<file path="config.mk">
export PLATFORM = sky130hd
export DESIGN_NAME = ex_mem_pipe_stage
export DESIGN_NICKNAME = d
export VERILOG_FILES = /design/src/rtl/ex_mem_pkg.sv /design/src/rtl/ex_mem_pipe_stage_slot.sv /design/src/rtl/ex_mem_pipe_stage.sv
export SDC_FILE = /design/constraint.sdc
export NUM_CORES = 1
export LEC_CHECK = 0
export BUFFER_PORTS_ARGS = -buffer_cell sky130_fd_sc_hd__clkbuf_2
export CORE_MARGIN = 5
export CORE_UTILIZATION = 40
export CTS_CLUSTER_SIZE = 8
export DETAILED_ROUTE_END_ITERATION = 16
export PLACE_DENSITY_LB_ADDON = 0.3
export SETUP_SLACK_MARGIN = 0.15
export SYNTH_ARGS = -nofsm -noshare
export SYNTH_HDL_FRONTEND = slang
export SYNTH_SLANG_ARGS = --single-unit
export TNS_END_PERCENT = 20
</file>
<file path="constraint.sdc">
create_clock -name clk -period 2.3 [get_ports clk]
set_clock_uncertainty 0.1 [all_clocks]
set_input_delay 0.115 -clock clk [delete_from_list [all_inputs] [get_ports clk]]
set_output_delay 0.115 -clock clk [all_outputs]
set_load 0.005 [all_outputs]
</file>
<file path="src/rtl/ex_mem_pkg.sv">
// Shared EX->MEM payload layout: field offsets, slot-occupancy states and
// pack/unpack helpers so EX and MEM agree on bit positions.
package ex_mem_pkg;

    localparam int DEF_DATA_W  = 8;
    localparam int DEF_ADDR_W  = 6;

    // Bit-0-upward layout: halted, data_rw, data_mem_write, alu_output, write_addr
    localparam int F_HALTED    = 0;
    localparam int F_DATA_RW   = 1;
    localparam int F_MEM_WRITE = 2;
    localparam int F_ALU_LSB   = 3;
    localparam int F_ADDR_LSB  = F_ALU_LSB + DEF_DATA_W;
    localparam int PAYLOAD_W   = 3 + DEF_DATA_W + DEF_ADDR_W;

    typedef enum logic [1:0] {
        ST_EMPTY = 2'd0,
        ST_ONE   = 2'd1,
        ST_TWO   = 2'd2
    } slot_state_e;

    typedef struct packed {
        logic [DEF_ADDR_W-1:0] write_addr;
        logic [DEF_DATA_W-1:0] alu_output;
        logic                  data_mem_write;
        logic                  data_rw;
        logic                  halted;
    } ex_mem_payload_t;

    function automatic int payload_width(input int data_w, input int addr_w);
        return 3 + data_w + addr_w;
    endfunction

    function automatic logic [PAYLOAD_W-1:0] pack_payload(input ex_mem_payload_t p);
        return p;
    endfunction

    function automatic ex_mem_payload_t unpack_payload(input logic [PAYLOAD_W-1:0] v);
        return v;
    endfunction

endpackage

</file>
<file path="src/rtl/ex_mem_pipe_stage_slot.sv">
// One pipeline slot: a valid bit plus a payload register. Clear drops the
// entry but leaves the payload untouched so stale data stays visible.
module pipe_slot #(
    parameter int W = 17
) (
    input  logic         clk,
    input  logic         rst_n,
    input  logic         i_load,
    input  logic         i_clear,
    input  logic [W-1:0] i_data,
    output logic         o_valid,
    output logic [W-1:0] o_data
);

    logic         r_valid;
    logic [W-1:0] r_data;

    always_ff @(posedge clk or negedge rst_n) begin
        if (!rst_n) begin
            r_valid <= 1'b0;
            r_data  <= '0;
        end else if (i_clear) begin
            r_valid <= 1'b0;
        end else if (i_load) begin
            r_valid <= 1'b1;
            r_data  <= i_data;
        end
    end

    assign o_valid = r_valid;
    assign o_data  = r_data;

endmodule

</file>
<file path="src/rtl/ex_mem_pipe_stage.sv">
// EX->MEM pipeline register with a 2-entry skid buffer, freeze, flush,
// sticky halt capture and a saturating bubble counter.
module ex_mem_pipe_stage
    import ex_mem_pkg::*;
#(
    parameter int DATA_W   = 8,
    parameter int ADDR_W   = 6,
    parameter int BUBBLE_W = 16
) (
    input  logic                clk,
    input  logic                rst_n,
    input  logic                freeze,
    input  logic                flush,
    input  logic                in_valid,
    output logic                in_ready,
    input  logic                in_halted,
    input  logic                in_data_rw,
    input  logic [DATA_W-1:0]   in_alu_output,
    input  logic [ADDR_W-1:0]   in_write_addr,
    input  logic                in_data_mem_write,
    output logic                out_valid,
    input  logic                out_ready,
    output logic                out_halted,
    output logic                out_data_rw,
    output logic [DATA_W-1:0]   out_alu_output,
    output logic [ADDR_W-1:0]   out_write_addr,
    output logic                out_data_mem_write,
    output logic                halted_sticky,
    output logic [BUBBLE_W-1:0] bubble_cnt,
    output logic [1:0]          dbg_state
);

    localparam int PW       = payload_width(DATA_W, ADDR_W);
    localparam int ADDR_LSB = F_ALU_LSB + DATA_W;

    // Handshake: a transfer happens on a rising edge where valid && ready are
    // both high and neither freeze nor flush is asserted. in_ready depends only
    // on registered state, so upstream never sees a combinational ready path.
    logic          w_main_valid, w_skid_valid;
    logic [PW-1:0] w_main_data, w_skid_data, w_in_payload, w_main_src;
    logic          w_acc, w_tk, w_main_open;
    logic          w_main_load, w_main_clear, w_skid_load, w_skid_clear;
    slot_state_e   w_state;

    logic                r_halted_sticky;
    logic [BUBBLE_W-1:0] r_bubble_cnt;

    assign w_in_payload = {in_write_addr, in_alu_output, in_data_mem_write, in_data_rw, in_halted};

    assign in_ready  = !w_skid_valid && !r_halted_sticky;
    assign out_valid = w_main_valid;

    assign w_acc       = in_valid && in_ready && !freeze && !flush;
    assign w_tk        = w_main_valid && out_ready && !freeze && !flush;
    assign w_main_open = (!w_main_valid || w_tk) && !freeze && !flush;

    // Skid holds the older entry, so it always refills main first.
    assign w_main_src   = w_skid_valid ? w_skid_data : w_in_payload;
    assign w_main_load  = w_main_open && (w_skid_valid || w_acc);
    assign w_main_clear = flush || (w_tk && !w_skid_valid && !w_acc);
    assign w_skid_load  = w_acc && w_main_valid && (!w_tk || w_skid_valid);
    assign w_skid_clear = flush || (w_tk && w_skid_valid && !w_skid_load);

    pipe_slot #(.W(PW)) u_main (
        .clk     (clk),
        .rst_n   (rst_n),
        .i_load  (w_main_load),
        .i_clear (w_main_clear),
        .i_data  (w_main_src),
        .o_valid (w_main_valid),
        .o_data  (w_main_data)
    );

    pipe_slot #(.W(PW)) u_skid (
        .clk     (clk),
        .rst_n   (rst_n),
        .i_load  (w_skid_load),
        .i_clear (w_skid_clear),
        .i_data  (w_in_payload),
        .o_valid (w_skid_valid),
        .o_data  (w_skid_data)
    );

    always_comb begin
        w_state = ST_EMPTY;
        if (w_skid_valid) begin
            w_state = ST_TWO;
        end else if (w_main_valid) begin
            w_state = ST_ONE;
        end
    end

    assign dbg_state = w_state;

    always_ff @(posedge clk or negedge rst_n) begin
        if (!rst_n) begin
            r_halted_sticky <= 1'b0;
            r_bubble_cnt    <= '0;
        end else if (!freeze) begin
            if (w_tk && w_main_data[F_HALTED]) begin
                r_halted_sticky <= 1'b1;
            end
            if (!w_main_valid && (r_bubble_cnt != {BUBBLE_W{1'b1}})) begin
                r_bubble_cnt <= r_bubble_cnt + {{(BUBBLE_W-1){1'b0}}, 1'b1};
            end
        end
    end

    assign halted_sticky      = r_halted_sticky;
    assign bubble_cnt         = r_bubble_cnt;
    assign out_halted         = w_main_data[F_HALTED];
    assign out_data_rw        = w_main_data[F_DATA_RW];
    assign out_data_mem_write = w_main_data[F_MEM_WRITE];
    assign out_alu_output     = w_main_data[F_ALU_LSB +: DATA_W];
    assign out_write_addr     = w_main_data[ADDR_LSB +: ADDR_W];

endmodule

</file>
# Yosys cells after proc, flatten, opt, wreduce, memory -nomap -nowiden

Cells that the tools add are included.

Input port bits: 23
Register bits after elaboration: 53
Logic and storage cells: 55
Output and inout bits: 38

Add/sub/neg operators: 1
Reductions and logical operators: 37
Eq/ne operators: 1
Bitwise gates (word level): 3
Muxes and demuxes: 7

Operators with widths:

| operator                                       | number |
|---|---|
| logical AND 1 bit                              | 18 |
| two-way mux 17 bit                             | 1 |
| adder 16 x 1 -> 16 bit (second input constant) | 1 |
| inequality test 16 bit (second input constant) | 1 |
| zero test 1 bit                                | 8 |
| AND reduction 2 bit                            | 4 |
| logical OR 1 bit                               | 5 |
| two-way mux 1 bit                              | 5 |
| nonzero test 2 bit                             | 2 |
| NOT 1 bit                                      | 3 |
| two-way mux 2 bit                              | 1 |

# Depth between registers and ports, before layout

Gate-level depths: netlist of run 1.

Depth after elaboration: 12
Depth in mapped cells: 6
Gate-level depth less buffers: 6

# By module

Synthesis of run 1 repeated with hierarchy kept, for this count alone.

Cells, all modules: 187
Area, all modules: 2,648.8 um^2

By module, submodules not included:

| module            | area each (um^2) | sequential area each (um^2) | cells each | times used |
|---|---|---|---|---|
| pipe_slot         | 732.0            | 450.4                       | 40         | 2 |
| ex_mem_pipe_stage | 1,184.9          | 425.4                       | 107        | 1 |

# Worst setup path before layout of run 1

Ideal clock, no wire load.

Kind: flip-flop to flip-flop
Start: reg r_bubble_cnt[0] (netlist: bubble_cnt[0])
End: reg r_bubble_cnt[1] (netlist: bubble_cnt[1])
Cell stages (with the launch flop): 6
Buffers on the path: 0
Setup time: 0.125 ns
Arrival: 1.475 ns
Path slack: 0.600 ns
Period minus slack after synthesis: 1.700 ns
Data required time: 2.075 ns
Cell sequence: dfrtp_1 > ha_1 > nand3_1 > nor4_4 > a21boi_2 > mux2_4

Longest elaborated chain between the ends: 3
Elaborated cells between the ends (all ways): 4
Those cells by class: add/sub: 1; eq/ne: 1; reduce/logical: 2

RTL lines:

| element                                                                        | RTL line                 | source |
|---|---|---|
| start: declaration                                                             | ex_mem_pipe_stage.sv:46  | `logic [BUBBLE_W-1:0] r_bubble_cnt;` |
| start signal: assignment                                                       | ex_mem_pipe_stage.sv:104 | `r_bubble_cnt <= r_bubble_cnt + {{(BUBBLE_W-1){1'b0}}, 1'b1};` |
| parallel branches: the longest is 3 deep, another holds adder 16 x 1 -> 16 bit | --                       |  |

Several ways; the timed one is not identified.
A chain may end at the register's enable or synchronous reset.

# Worst setup path in the final report of run 1

Same ends and word-level chain as after synthesis.

==> results of run 1 <==
routing by layer:
layer  wire length [µm]  vias up
li1                   -      829
met1               2112      815
met2               2303       39
met3                219        4
met4                 46        0
met5                  0        -
path summary, 6_finish.rpt:
path,startpoint,end,cells past startpoint
hold reg to reg,u_main.o_data[10],u_main.o_data[10],2
hold / removal,out_ready,halted_sticky,2
max in group asynchronous,rst_n,bubble_cnt[5],3
setup / recovery,bubble_cnt[0],bubble_cnt[1],5
setup reg to reg,bubble_cnt[0],bubble_cnt[1],5
min in group asynchronous,rst_n,u_main.o_data[4],2
cell usage in the layout (no fill, tap or decap), types with 3 or more instances in the layout:
cell type	n
buf_4	4
clkbuf_2	60
clkbuf_8	5
dfrtp_1	53
dlygate4sd3_1	19
mux2_2	17
mux2i_1	17
nand2_1	28
nand3_1	4
nand4_1	3
nor2_1	7
nor2b_1	3
o21ai_0	19
xnor2_1	12
xor2_1	3
through the flow:
stage,instances,utilization,hold slack (ps),area [µm²]
6_report,349,0.5414,21.13,3018
2_1_floorplan,193,-,-280.6,2312
5_1_grt,349,0.5414,10.20,3018
3_5_place_dp,322,0.4873,95.56,2716
4_1_cts,349,0.5414,12.47,3018
3_3_place_gp,322,0.4873,99.54,2716
state kept, by name, summed over array words and instances (netlist names):
signal / flops
bubble_cnt: 16
halted_sticky: 1
u_main.o_data: 17
u_main.o_valid: 1
u_skid.o_data: 17
u_skid.o_valid: 1
critical path, stage by stage (launching register included):
cell	delay [ps]
dfrtp_1	430
ha_1	230
nand3_1	180
nor4_4	80
a21boi_2	410
mux2_4	340
area by class of cell:
| cell class | count | share of cell area |
|---|---|---|
| sequential | 53 | 0.4395 |
| timing repair buffer | 84 | 0.1791 |
| clock buffer | 6 | 0.02405 |
| tap | 72 | 0.02985 |
| inverter | 2 | 0.002488 |
| clock inverter | 2 | 0.01285 |
| multi-input combinational | 130 | 0.3122 |
repair_timing:
item / 4_1_cts / 5_1_grt
hold endpoints to repair: 45 / 0
hold buffers: 19 / 0
resized for setup: 0 / 0
cells by family (layout without fill, tap and decap cells):
| kind of cell | Yosys count | in the layout | synth area share |
|---|---|---|---|
| AOI/OAI and AO/OA | 25 | 25 | 0.06277 |
| xor gates and xnor gates | 15 | 15 | 0.05682 |
| adders and majority gates | 1 | 1 | 0.005410 |
| buffers and inverters | 10 | 94 | 0.01894 |
| DFF | 53 | 53 | 0.5736 |
| muxes | 35 | 35 | 0.1629 |
| and+or+nand+nor | 54 | 54 | 0.1196 |
power groups by stage:
stage | sequential, µW | combinational (µW) | clock [µW]
2_1_floorplan | 1320 | 262 | 0
3_3_place_gp | 1320 | 533 | 0
3_5_place_dp | 1330 | 549 | 0
4_1_cts | 1320 | 575 | 641
5_1_grt | 1350 | 626 | 679
6_report | 1310 | 557 | 610
==> impl_metrics.yaml, run 1 <==
run_status:
  status: "complete, no violations"
setup_path:
  reg2reg_slack_ps: 420
  end_kind: "flip-flop"
  cp.required_ps: 2380
  critPathLaunchType: "flip-flop"
  worst-path-max-fanout: 10
  worst-setup-path-type: "reg -> reg"
  cp.arrival_ps: 1960
power:
  ir_worst_vdd_uv: 601.8
  seqPwrFrac: 0.530
  p_clk_frac: 0.246
  power_frac_comb: 0.224
  swShare: 0.2811
  power_density_nw_per_um2: 822.0
  power_uw: 2481
  p_int_uw: 1783
  cellLeakagePower_uw: 0.001483
  p_sw_uw: 697.4
detailed_routing:
  viasPerCell: 4.834
  routed_wl_um: 4680
  wire_per_inst_um: 13.41
  drt_iter0_drc: 72
  drtAntennaViolNets: 0
  firstDrtPassIters: 4
  vias: 1687
  drc_errors: 0
clock_network:
  clk_latency_ps: 300
  cts-htree-levels: 2
  root_buffer: "clkbuf_8"
  cts_setup_buffers: 0
  cts_tree: "done"
  cts.sinks: 53
  ctsLongestPathBuffers: 2
  clk_pin_slew_ps: 90
  cts-buffers-inserted: 5
sta:
  setup_ws_ps: 421.9
  setup_viol: 0
  relSlewSlack: 0.5356
  period_share: 0.8166
  setup-tns-final_ps: 0
  fmax_ghz: 0.5325
  min_period_ps: 1878
  rsz0062_at_grt: "no"
  max_slew.worst_pin.slew_ps: 696.6
  final-hold-violation-count: 0
  finalMaxSlewViolations: 0
floorplan:
  ios: 61
  dieArea_um2: 7401
  num_rows: 27
  core_area_um2: 5574
  start_util: 0.4148
  die_w_um: 86.03
  die_y_um: 86.03
cells_and_area:
  layout-drive-gt1-share: 0.3394
  num_antenna_cells: 0
  fin_nets: 300
  syn_to_final_growth_pct: 30.52
  multi_input_area_um2: 942.2
  final-seq-area_um2: 1326
  nFillCells: 504
min_path:
  hp-class: "in -> reg"
global_routing:
  grt_start_max_net_pins: 28
  grt_use_met1: 0.1765
  grt_pass1_wl_um: 7797
  grt_use_met3: 0.03170
  grtUsageMet2: 0.2123
  grt_pass1_vias: 1602
  grt.overflow.total: 0
  grt_busiest_layer: "met2"
  antenna_found_initial: 0
  grt.total_usage: 0.1338
logic_synthesis:
  synth_edf_count: 0
  synthTopCellsByCount: "dfrtp_1, nand2_1, o21ai_0"
  async_flop_share: 1.000
  synth_ff_type: "dfrtp_1"
  synth_area_um2: 2312
  ys_warn_count: 0
  synth_seq_cells: 53
  yosysTopAreaCell: "dfrtp_1"
  synth_top_cells_by_area: "dfrtp_1, mux2_2, mux2i_1, nand2_1, xnor2_1"
  syn-num-nets: 217
  synth.distinct_cells: 31
  synth_most_common_cell: "dfrtp_1"
  syn_area_per_cell_um2: 11.98
  ys_seq_area_frac: 0.5736
  synth.top_cell.area_share: 0.5736
  syn_inst: 193
place:
  io_buffers: 60
  post-place-ws_ps: 422.0
  dpl.hpwl_um: 3439
  place_congestion: 0.8116
run:
  drv_cap: 0
Power figures use the tool's default switching activity.
==> run 2: changes to the inputs <==
--- a/config.mk
+++ b/config.mk
@@ -5,6 +5,7 @@
 export SDC_FILE = /design/constraint.sdc
 export NUM_CORES = 1
 export LEC_CHECK = 0
+export ABC_AREA = 1
 export BUFFER_PORTS_ARGS = -buffer_cell sky130_fd_sc_hd__clkbuf_2
 export CORE_MARGIN = 5
 export CORE_UTILIZATION = 40
==> constraint.sdc (replaced) <==
create_clock -name clk -period 1.85 [get_ports clk]
set_clock_uncertainty 0.1 [all_clocks]
set_input_delay 0.0925 -clock clk [delete_from_list [all_inputs] [get_ports clk]]
set_output_delay 0.0925 -clock clk [all_outputs]
set_load 0.005 [all_outputs]
==> impl_metrics.yaml, run 2 <==
run_status:
  status: "complete, no violations"
sta:
  min_period_ps: 1594
  relSlewSlack: 0.5438
  setup_ws_ps: 256.1
  max_slew.worst_pin.slew_ps: 684.4
  period_share: 0.8616
  fmax_ghz: 0.6274
  setup-tns-final_ps: 0
  rsz0062_at_grt: "yes"
  final-hold-violation-count: 0
  finalMaxSlewViolations: 0
  setup_viol: 0
setup_path:
  slowest_stage: "dfrtp_1"
  cp_top_family: "simple AND/OR/NAND/NOR gates"
  path_depth: 9
  path_cells: "ha_2 -> nand3_4 -> nor2_8 -> nand2_4 -> nor2_2 -> nor2_4 -> buf_4 -> nand2_1 -> nand2_1"
  worst-path-max-fanout: 10
  worst-setup-path-type: "reg -> reg"
  end_kind: "flip-flop"
  max_stage_delay_ps: 370
  cp.required_ps: 1950
  rr_worst_depth: 9
  crit_top_cell: "nand2_1"
  critPathLaunchType: "flip-flop"
  cp.arrival_ps: 1700
  path_buf_inv: 1
global_routing:
  grt_pass1_vias: 2468
  grt_pass1_wl_um: 11320
  grt_start_max_net_pins: 54
  grt.overflow.total: 0
  antenna_found_initial: 0
  grt.total_usage: 0.1630
clock_network:
  cts.sinks: 53
  cts-htree-levels: 2
  clk_pin_slew_ps: 100
  ctsLongestPathBuffers: 2
  root_buffer: "clkbuf_8"
  clk_latency_ps: 300
  cts_tree: "done"
  cts-buffers-inserted: 5
min_path:
  hp-class: "in -> reg"
  hold_depth: 5
floorplan:
  dieArea_um2: 8378
  ios: 61
  num_rows: 29
  start_util: 0.4140
  core_area_um2: 6422
  die_w_um: 91.53
  die_y_um: 91.53
logic_synthesis:
  syn_area_per_cell_um2: 7.960
  synth.distinct_cells: 28
  synth-simple-area-share: 0.3558
  synthXorXnorAreaFrac: 0.02306
  yosysTopAreaCell: "dfrtp_1"
  synth.top_cell.area_share: 0.4988
  ys_warn_count: 0
  synth_edf_count: 0
  synth_most_common_cell: "nand2_1"
  yosys-mux-area-fraction: 0
  synth_adder_area_share: 0.004706
  synth_seq_cells: 53
  synthTopCellsByCount: "nand2_1, nor2_1, dfrtp_1"
  synth_area_um2: 2659
  synth_ff_type: "dfrtp_1"
  async_flop_share: 1.000
  synth_top_family_by_area: "simple AND/OR/NAND/NOR gates"
  synth_top_cells_by_area: "dfrtp_1, nand2_1, nor2_1, o31ai_1, nand3_1"
  syn-num-nets: 358
  synth-compound-area-share: 0.06729
  syn_inst: 334
  ys_seq_area_frac: 0.4988
cells_and_area:
  layout-drive-gt1-share: 0.2288
  layout_commonest_cell: "nand2_1"
  syn_to_final_growth_pct: 27.95
  fin_area_um2: 3402
  num_antenna_cells: 0
  mostFrequentLayoutCells: "nand2_1, clkbuf_2, nor2_1, dfrtp_1, nand3_1"
  fin_nets: 448
power:
  p_int_uw: 1947
  seqPwrFrac: 0.534
  power_density_nw_per_um2: 835.5
  ir_worst_vdd_uv: 539.6
  cellLeakagePower_uw: 0.001859
  swShare: 0.3150
  power_frac_comb: 0.236
  p_clk_frac: 0.230
  p_sw_uw: 895.2
run:
  drv_cap: 0
place:
  dpl.hpwl_um: 4353
  post-place-ws_ps: 52.24
  place_congestion: 0.8524
  io_buffers: 60
  placed_cell_area_um2: 3079
detailed_routing:
  routed_wl_um: 6504
  drt_iter0_drc: 71
  drc_errors: 0
  wire_per_inst_um: 12.98
  vias: 2446
  viasPerCell: 4.882
  firstDrtPassIters: 4
  drtAntennaViolNets: 0
[run 2: cell count changes after synthesis, sizes merged, moves of 7 or more]
cell / before / now
nor2: 7 / 57
buf: 4 / 11
xnor2: 12 / 4
inv: 2 / 16
nand3: 5 / 27
o31ai: 0 / 18
mux2: 18 / 0
o21ai: 19 / 4
mux2i: 17 / 0
nand2: 28 / 129
[run 2: worst paths after layout]
path,from,end,slack (ps)
hold reg to reg,u_skid.o_data[1],u_skid.o_data[1],380
min in group asynchronous,rst_n,bubble_cnt[2],340
max in group asynchronous,rst_n,bubble_cnt[3],840
setup / recovery,bubble_cnt[0],bubble_cnt[14],260
setup reg to reg,bubble_cnt[0],bubble_cnt[14],260
hold / removal,freeze,bubble_cnt[10],130
[run 2: cells by family (layout without fill, tap and decap cells)]
logic type,after synthesis,after routing
simple gates,221,221
flops,53,53
buf+inv,28,118
compound gates,24,24
xor+xnor,7,7
fa+ha+maj,1,1
[run 2: metal layers]
metal  share of wire  global-route usage
met1            0.46              0.2121
met2            0.47              0.2708
met3           0.050             0.03719
met4           0.014             0.04774
met5               0                   0
[run 2: layout make-up]
cell class / count / area [µm²]
Multi-Input combinational cell: 253 / 1209
Timing Repair Buffer: 95 / 623.1
Sequential cell: 53 / 1329
Clock inverter: 2 / 16.27
Fill cell: 623 / 3020
Clock buffer: 5 / 68.82
Tap cell: 77 / 96.34
Inverter: 16 / 60.06
[run 2: what timing repair did]
| action | CTS | global route |
|---|---|---|
| buffers inserted | 0 | 3 |
| resized for setup | 1 | 4 |
| pin swaps | 0 | 2 |
| setup endpoints to repair | 15 | 15 |
| gates cloned | 0 | 0 |
| hold buffers | 19 | 0 |
| endpoints found under the hold margin | 89 | 0 |
[run 2: per-stage QoR]
stage / total power, µW / util / hold WS (ps) / cells
6_report: 2842 / 0.5297 / 126.3 / 501
5_1_grt: 3039 / 0.5297 / 130.3 / 501
4_1_cts: 2852 / 0.5231 / 127.7 / 498
3_5_place_dp: 2169 / 0.4794 / 174.7 / 472
3_3_place_gp: 2148 / 0.4794 / 167.2 / 472
2_1_floorplan: 1847 / - / -303.1 / 334
[run 2: power groups by stage]
stage	clock network, µW	registers [µW]	logic [µW]
CTS	671	1510	668
global route	720	1550	767
floorplan	0	1530	313
detailed placement	0	1530	634
global placement	0	1530	620
finish	654	1520	671
[run 2: worst reg2reg max path, cell delays in order, from the launching register on]
cell,delay (ps)
dfrtp_1,370
ha_2,220
nand3_4,130
nor2_8,140
nand2_4,80
nor2_2,120
nor2_4,60
buf_4,170
nand2_1,70
nand2_1,50
==> run 3: changes to the inputs <==
--- a/config.mk
+++ b/config.mk
@@ -5,7 +5,7 @@
 export SDC_FILE = /design/constraint.sdc
 export NUM_CORES = 1
 export LEC_CHECK = 0
-export ABC_AREA = 1
+export ABC_AREA = 0
 export BUFFER_PORTS_ARGS = -buffer_cell sky130_fd_sc_hd__clkbuf_2
 export CORE_MARGIN = 5
 export CORE_UTILIZATION = 40
==> impl_metrics.yaml, run 3 (synthesis results as in run 1) <==
setup_path:
  rr_startpoint: "bubble_cnt[0]"
  worst-path-max-fanout: 5
  rr_worst_depth: 6
  worst-setup-path-type: "reg -> reg"
  r2r-end: "bubble_cnt[1]"
  cp.required_ps: 1950
  end_kind: "flip-flop"
  crit_path_end: "bubble_cnt[1]"
  critPathLaunchType: "flip-flop"
  reg2reg_slack_ps: 50
  crit_start: "bubble_cnt[0]"
  cp.arrival_ps: 1900
place:
  dp_cells: 329
  dpl.hpwl_um: 3571
  place_congestion: 0.7496
  io_buffers: 60
sta:
  finalMaxSlewViolations: 0
  min_period_ps: 1799
  setup_viol: 0
  final-hold-violation-count: 0
  fmax_ghz: 0.5557
  rsz0062_at_grt: "yes"
  max_slew.worst_pin.slew_ps: 307.1
  relSlewSlack: 0.7945
  period_share: 0.9727
  setup-tns-final_ps: 0
global_routing:
  grt.overflow.total: 0
  grt_pass1_vias: 1815
  grt_start_max_net_pins: 44
  grt_pass1_wl_um: 8845
  antenna_found_initial: 0
  grt.total_usage: 0.1512
cells_and_area:
  mostFrequentLayoutCells: "clkbuf_2, dfrtp_1, nand2_1, dlygate4sd3_1, o21ai_0"
  num_antenna_cells: 0
  nFillCells: 519
  fin_cells: 361
  layout_commonest_cell: "clkbuf_2"
  syn_to_final_growth_pct: 36.36
  fin_nets: 312
  layout-drive-gt1-share: 0.3910
run_status:
  status: "complete, no violations"
power:
  cellLeakagePower_uw: 0.001543
  ir_worst_vdd_uv: 584.6
  power_density_nw_per_um2: 1009
detailed_routing:
  drtAntennaViolNets: 0
  viasPerCell: 4.911
  firstDrtPassIters: 4
  drt_iter0_drc: 46
  wire_per_inst_um: 14.25
  vias: 1773
  drc_errors: 0
  routed_wl_um: 5146
clock_network:
  cts-htree-levels: 2
  clk_pin_slew_ps: 100
  root_buffer: "clkbuf_8"
  clk_latency_ps: 300
  cts.sinks: 53
  cts-buffers-inserted: 5
  ctsLongestPathBuffers: 2
  cts_tree: "done"
floorplan:
  num_rows: 27
  ios: 61
  die_y_um: 86.03
  core_area_um2: 5574
  dieArea_um2: 7401
  start_util: 0.4148
  die_w_um: 86.03
run:
  drv_cap: 0
min_path:
  hp-class: "in -> reg"
## run 3: cell types whose count changed in the layout (fill, tap and decap cells not counted), moves of 3 or more
| cell | delta |
|---|---|
| nand2_1 | -99 |
| nor2_1 | -47 |
| nand3_1 | -23 |
| o31ai_1 | -18 |
| mux2_2 | +17 |
| mux2i_1 | +17 |
| o21ai_0 | +17 |
| inv_1 | -13 |
| xnor2_1 | +8 |
| nand4_1 | -3 |
| nor2b_1 | +3 |
## run 3: routing by layer
| metal | track usage | share of wire | vias to the layer above |
|---|---|---|---|
| met2 | 0.2523 | 0.50 | 38 |
| li1 | - | - | 855 |
| met5 | 0 | 0 | - |
| met4 | 0.04317 | 0.018 | 0 |
| met1 | 0.1957 | 0.43 | 873 |
| met3 | 0.03554 | 0.045 | 7 |
## run 3: metrics by stage
stage / total power, µW / hold slack, ps / setup WS, ps / util / cell area (µm²)
4_1_cts: 3128 / 19.65 / 60.44 / 0.5531 / 3083
2_1_floorplan: 1964 / -303.1 / 192.5 / - / 2320
6_report: 3183 / 25.91 / 50.56 / 0.5657 / 3153
3_3_place_gp: 2334 / -108.3 / 121.0 / 0.4981 / 2776
5_1_grt: 3412 / 59.21 / 12.78 / 0.5657 / 3153
3_5_place_dp: 2379 / -106.1 / 38.00 / 0.4981 / 2776
## run 3: critical path, cell delays in order (launching register included)
cell	delay, ps
dfrtp_1	440
ha_4	180
nand3_4	110
nor4_4	290
buf_4	190
a21boi_4	80
mux2_4	300
## run 3: repair_timing
action,CTS,global route
endpoints found under the setup margin,13,16
buffers inserted,0,3
hold buffers,20,0
resized for setup,1,8
pin swaps,1,5
cloned,0,1
endpoints found under the hold margin,81,0
## run 3: worst min path at each step
stage | start | endpoint | slack, ps | depth (start not counted)
after floorplan | rst_n | bubble_cnt[0] | -300 | 0
after global placement | rst_n | u_skid.o_data[8] | -110 | 1
after detailed placement | rst_n | u_skid.o_data[8] | -110 | 1
after CTS | freeze | u_main.o_valid | 20 | 3
after global routing | freeze | u_main.o_valid | 60 | 3
final | freeze | u_main.o_valid | 30 | 3
## run 3: cell type report
type	instances	area, µm²	area share
Timing Repair Buffer	95	625.6	0.1984
Sequential cell	53	1328	0.4210
Tap cell	72	90.09	0.02857
Clock buffer	7	96.34	0.03056
Inverter	2	7.507	0.002381
Multi-Input combinational cell	131	1001	0.3175
Clock inverter	1	5.005	0.001587
## run 3: power breakdown
part | leakage (µW) | internal, µW | switching [µW]
clock | 0.0000542 | 339 | 380
sequential | 0.000685 | 1430 | 199
combinational | 0.000804 | 470 | 368
